<file path="config.mk">
export PLATFORM = sky130hd
export DESIGN_NAME = alu_arbiter
export DESIGN_NICKNAME = d
export VERILOG_FILES = /design/src/rtl/alu_arbiter.sv
export SDC_FILE = /design/constraint.sdc
export NUM_CORES = 1
export LEC_CHECK = 0
export CAP_MARGIN = 25
export CORE_AREA = 3 3 122 124
export CTS_BUF_LIST = sky130_fd_sc_hd__clkbuf_8
export DETAILED_ROUTE_END_ITERATION = 6
export DIE_AREA = 0 0 125 127
export PLACE_DENSITY_LB_ADDON = 0.2
export REMOVE_ABC_BUFFERS = 1
export SYNTH_ARGS = -nofsm -noshare
export SYNTH_HDL_FRONTEND = slang
export SYNTH_SLANG_ARGS = --single-unit
</file>
<file path="constraint.sdc">
create_clock -name clk_i -period 1.89 [get_ports clk_i]
set_input_delay 0.378 -clock clk_i [delete_from_list [all_inputs] [get_ports clk_i]]
set_output_delay 0.378 -clock clk_i [all_outputs]
set_load 0.1 [all_outputs]
</file>
<file path="src/rtl/alu_arbiter.sv">
// alu_arbiter: two-port round-robin front end for one shared ALU; ALU_ARBITER_FIXED_PRIO_EN selects fixed priority
module alu_arbiter #(
    parameter int OP_W = 5
) (
    input  logic            clk_i,
    input  logic            rst_i,
    input  logic            req0_valid_i,
    input  logic [31:0]     req0_a_i,
    input  logic [31:0]     req0_b_i,
    input  logic [OP_W-1:0] req0_op_i,
    output logic            req0_ready_o,
    input  logic            req1_valid_i,
    input  logic [31:0]     req1_a_i,
    input  logic [31:0]     req1_b_i,
    input  logic [OP_W-1:0] req1_op_i,
    output logic            req1_ready_o,
    output logic            rsp0_valid_o,
    output logic [31:0]     rsp0_result_o,
    output logic            rsp0_flag_o,
    input  logic            rsp0_ready_i,
    output logic            rsp1_valid_o,
    output logic [31:0]     rsp1_result_o,
    output logic            rsp1_flag_o,
    input  logic            rsp1_ready_i,
    output logic [31:0]     alu_a_o,
    output logic [31:0]     alu_b_o,
    output logic [OP_W-1:0] alu_op_o,
    input  logic [31:0]     alu_result_i,
    input  logic            alu_flag_i
);
    typedef enum logic {IDLE, RESP} state_t;
    state_t state, state_nx;
    logic last, g0, g1, open;
    assign open = state == IDLE && !rst_i;
`ifdef ALU_ARBITER_FIXED_PRIO_EN
    assign g0 = open && req0_valid_i;
`else
    assign g0 = open && req0_valid_i && (!req1_valid_i || last);
`endif
    assign g1 = open && req1_valid_i && !g0;
    assign req0_ready_o = g0;
    assign req1_ready_o = g1;
    assign alu_a_o  = g0 ? req0_a_i  : g1 ? req1_a_i  : '0;
    assign alu_b_o  = g0 ? req0_b_i  : g1 ? req1_b_i  : '0;
    assign alu_op_o = g0 ? req0_op_i : g1 ? req1_op_i : '0;
    // last doubles as the port whose response is outstanding while in RESP
    always_comb begin
        state_nx = state;
        if (state == IDLE && (g0 || g1))
            state_nx = RESP;
        else if (state == RESP && (last ? rsp1_ready_i : rsp0_ready_i))
            state_nx = IDLE;
    end
    always_ff @(posedge clk_i) begin
        if (rst_i) begin
            state         <= IDLE;
            last          <= 1'b1;
            rsp0_valid_o  <= 1'b0;
            rsp0_result_o <= '0;
            rsp0_flag_o   <= 1'b0;
            rsp1_valid_o  <= 1'b0;
            rsp1_result_o <= '0;
            rsp1_flag_o   <= 1'b0;
        end else begin
            state <= state_nx;
            if (g0) begin
                rsp0_valid_o  <= 1'b1;
                rsp0_result_o <= alu_result_i;
                rsp0_flag_o   <= alu_flag_i;
                last          <= 1'b0;
            end
            if (g1) begin
                rsp1_valid_o  <= 1'b1;
                rsp1_result_o <= alu_result_i;
                rsp1_flag_o   <= alu_flag_i;
                last          <= 1'b1;
            end
            if (state == RESP && state_nx == IDLE) begin
                if (last)
                    rsp1_valid_o <= 1'b0;
                else
                    rsp0_valid_o <= 1'b0;
            end
        end
    end
endmodule

</file>
# == Yosys cells after proc, flatten, opt, wreduce, memory -nomap -nowiden ==
# Cells that the tools add are included.
# op_classes
mux,15
n_bitwise,2
reduce_logical,14
# ops
cell,n
2-to-1 mux 32 bit,4
2-to-1 mux 5 bit,2
2-to-1 mux 1 bit,9
logical AND 1 bit,8
zero test 1 bit,3
logical OR 1 bit,2
NOT 1 bit,2
OR reduction 2 bit,1
# totals
regBits,70
in_bits,177
out_inout_bits,139
elab_cells,39

# == Logic depth before layout (Yosys ltp) ==
# logic_depth
depth_word,12
mapped_depth,6
mapped_depth_nobuf,3

# == Worst setup path after synthesis ==
# Ideal clock, no wire load.
# synth_timing
path_type,input to output
from,input port req0_valid_i
to,output port alu_b_o[26]
arrival_ps,2086
required_time_ps,1512
setup_slack_ps,-574
cell_stages,5
n_path_buf,2
path_cell_list,and2_1 buf_2 nor3_4 buf_6 a22o_1
# synth_via
elab_chain_cells,6
# synth_rtl
element,line_no,text
from (decl),7,"input logic req0_valid_i,"
logical AND 1 bit (2 in a row),38,assign g0 = open && req0_valid_i && (!req1_valid_i || last);
zero test 1 bit,40,assign g1 = open && req1_valid_i && !g0;
logical AND 1 bit,40,
via req1_ready_o,16,"output logic req1_ready_o,"
2-to-1 mux 32 bit (2 in a row),44,assign alu_b_o = g0 ? req0_b_i : g1 ? req1_b_i : '0;
to (decl),26,"output logic [31:0] alu_b_o,"
# The timed path passes the listed nets, and every way through them passes these cells.

# == Worst setup path after layout ==
# layout_timing
from,register state
to,output port alu_b_o[6]
# layout_via
elab_chain_cells,8
elab_cells_between_ends,9
classes_between,mux: 2; bitwise: 1; reduce/logical: 6
# layout_rtl
element,line_no,text
from (decl),32,"state_t state, state_nx;"
from (signal assigned),65,state <= state_nx;
NOT 1 bit *,34,assign open = state == IDLE && !rst_i;
logical AND 1 bit *,34,
logical AND 1 bit (2 in a row),38,
zero test 1 bit,40,
logical AND 1 bit,40,
2-to-1 mux 32 bit,44,
2-to-1 mux 32 bit *,44,
# Every way passes the cells marked *; elsewhere a longest branch is shown, timed or not.

==> qor.txt <==
Reg2reg start = state
Fin. max-slew vios = 0
DR WL/cell = 20.43 um
Crit. End Element = output port
Post-synthesis sequential area ratio = 0.3693
Avg Synthesized Cell Area = 8.664 um^2
Vias in the first global route = 4649
Core Footprint = 0.01388 mm^2
Vias per inst = 4.900
CP required = 1.51 ns
Synth area leader = dfxtp_1
Min Clock Period, post-route = 2.262 ns
Primary FF master, synth = dfxtp_1
CP cell instances = buf_6 -> nand2b_4 -> nor3_4 -> buf_6 -> buf_12 -> buf_8 -> a22o_1 -> buf_12
1st-iter DRT viols = 193
MaxCap Viol Count = 0
Pwr Density = 695.3 mW/mm^2
Boundary pin count = 316
Mapped cell area = 0.003795 mm^2
Starting density of the core = 0.2734
Root Buffer = clkbuf_8
Clock Path Buffers = 2
Slowest CP cell = dfxtp_2
GR Overflow Total = 0
Residual DRC = 0
Top delay family on crit path = buffers and inverters
FFs w/ async S/R, synth = 0
Hold path depth = 2
Status = finished, violations left
Nets = 940
CP Launch Point = state
Die Wd = 125 um
Hold wc startpoint = rsp1_valid_o
ANT nets after route = 0
Initial antenna violation count = 2
Synth cell types = 23
Seq. cell area = 0.001404 mm^2
GRT Resource Usage Total = 0.2260
Sink Count = 70
R2r endpoint = rsp0_result_o[18]
Warnings from Yosys = 0
Largest net degree at the start of global routing = 88
Failing checks = setup timing
Top-count cell post-synth = dfxtp_1
VDD IR max = 0.4562 mV
Via count = 4655
Final Hold Vio Count = 0
Syn Inst Count = 438
Min-Delay Endpoint = rsp1_valid_o
Final Cycle Share = 1.197
Worst Skew = 0.01085 ns
Tightest Pin Transition = 0.7780 ns
# setup viols final = 71
Final core occ = 0.6144
First-pass GRT wire length = 28240 um
Fraction of layout cells with a size suffix above 1 = 0.3190
Bufs and invs on worst path = 5
CP Max Fanout = 8
H-Tree Depth = 3
WHS = 0.4616 ns
Reg2reg path depth = 6
CTS tree = built
PortBufs = 315
Leak = 3.489 nW
Num CTS Buffers = 9
Synth Register Bits = 70
Critical Path AT = 1.88 ns
Final worst setup slack = -0.3723 ns
Num rows = 43
CP max stage delay = 0.34 ns
Router iterations before antenna repair = 5
Min-Delay Path Class = reg2reg
Post-synth EDFFs = 0
Clock Latency Late Sink = 0.34 ns
Reg clk slew, reported paths = 0.08 ns
Post-synth top cells = 70 x dfxtp_1, 69 x a22o_1, 67 x nor2b_1, 67 x o21ai_0, 66 x o21ai_1
Synth top area cells = dfxtp_1 37%, a22o_1 16%, nor2b_1 11%
CTS Hold Bufs = 0
Routability cong. = 0.9601
Die area = 0.01588 mm^2
DP HPWL = 14520 um
Critical path class = reg2out
Critical Path Start Type = register
Total wire length = 19410 um
Worst reg2reg setup slack = 0.30 ns
Headroom to the max-slew limit = 0.4813
Synth-to-layout area growth = 124.7%
RSZ-0062 raised after global routing = yes
Fillers = 1119
Die height = 127 um
Multi-input gate area = 0.002306 mm^2
Fmax = 442.0 MHz
Synth top area share = 0.3693
[worst min-delay path, delay by kind of cell (launching register included)]
kind	cells	cell delay, ns
DFF	1	0.32
AOI/OAI and AO/OA	1	0.04
buffers and inverters	1	0.06
[cell usage in the layout, fill, tap and decap left out, types with 3 or more instances in the layout]
master / synthesis / final
a22o_1: 69 / 38
a22o_4: 0 / 31
buf_12: 0 / 88
buf_4: 0 / 81
buf_6: 22 / 12
buf_8: 0 / 3
clkbuf_8: 0 / 9
clkdlybuf4s50_1: 0 / 173
clkinv_4: 0 / 3
dfxtp_1: 70 / 68
nand2b_1: 34 / 34
nor2b_1: 67 / 66
o21ai_0: 67 / 67
o21ai_1: 66 / 66
[logic make-up after synthesis]
family / count (synthesis) / synth area share
compound gates: 207 / 0.3449
buf+inv: 50 / 0.09594
flops: 70 / 0.3693
mux: 1 / 0.002967
simple gates: 110 / 0.1869
[report_power, final]
part	switching, mW	internal (mW)	total, mW
registers	0.0548	1.57	1.63
logic	1.93	1.15	3.08
clock network	0.608	0.614	1.22
[what timing repair did]
action                                  4_1_cts  5_1_grt
endpoints found under the setup margin       71       71
pin swaps                                    67        0
gates resized for setup                      48       12
setup buffers                                 6        0
gates cloned                                  3        1
[metrics by stage]
stage,instance area [um^2],std cells,total power [mW],setup WS (ns),setup TNS (ns)
final,8528,950,5.929,-0.3723,-21.39
after global routing,8528,950,6.137,-0.4649,-28.29
after global placement,7864,924,4.598,-0.5589,-52.37
after detailed placement,7864,924,4.617,-0.5719,-55.03
after floorplan,3435,389,3.339,-2.356,-183.01
after CTS,8421,948,5.955,-0.3599,-23.13
[how the worst max path moves through the flow]
stage	endpoint	slack, ns	depth (start not counted)
after floorplan	alu_a_o[0]	-2.36	3
after global placement	alu_a_o[0]	-0.56	7
after detailed placement	alu_a_o[0]	-0.57	7
after CTS	alu_b_o[11]	-0.36	8
after global routing	alu_b_o[6]	-0.46	8
final	alu_b_o[6]	-0.37	8
[sequential cells by signal, indices dropped and copies added, names as in the netlist]
| name | count |
|---|---|
| last | 1 |
| rsp0_flag_o | 1 |
| rsp0_result_o | 32 |
| rsp0_valid_o | 1 |
| rsp1_flag_o | 1 |
| rsp1_result_o | 32 |
| rsp1_valid_o | 1 |
| state | 1 |
[layout make-up]
type | instances | share of cell area
multi-input combinational | 318 | 0.2704
timing repair buffer | 363 | 0.5144
antenna | 2 | 0.0005869
inverter | 1 | 0.0004401
sequential | 70 | 0.1646
clock inverter | 7 | 0.008656
tap | 180 | 0.02641
clock buffer | 9 | 0.01452
[layer usage]
layer / track usage / vias to the layer above / share of wire
met5: 0 / - / 0
met4: 0.06314 / 0 / 0.016
met3: 0.07776 / 22 / 0.085
met2: 0.3844 / 215 / 0.51
met1: 0.2728 / 2198 / 0.39
li1: - / 2220 / -
Note: power is estimated with default switching activity, not from simulation.
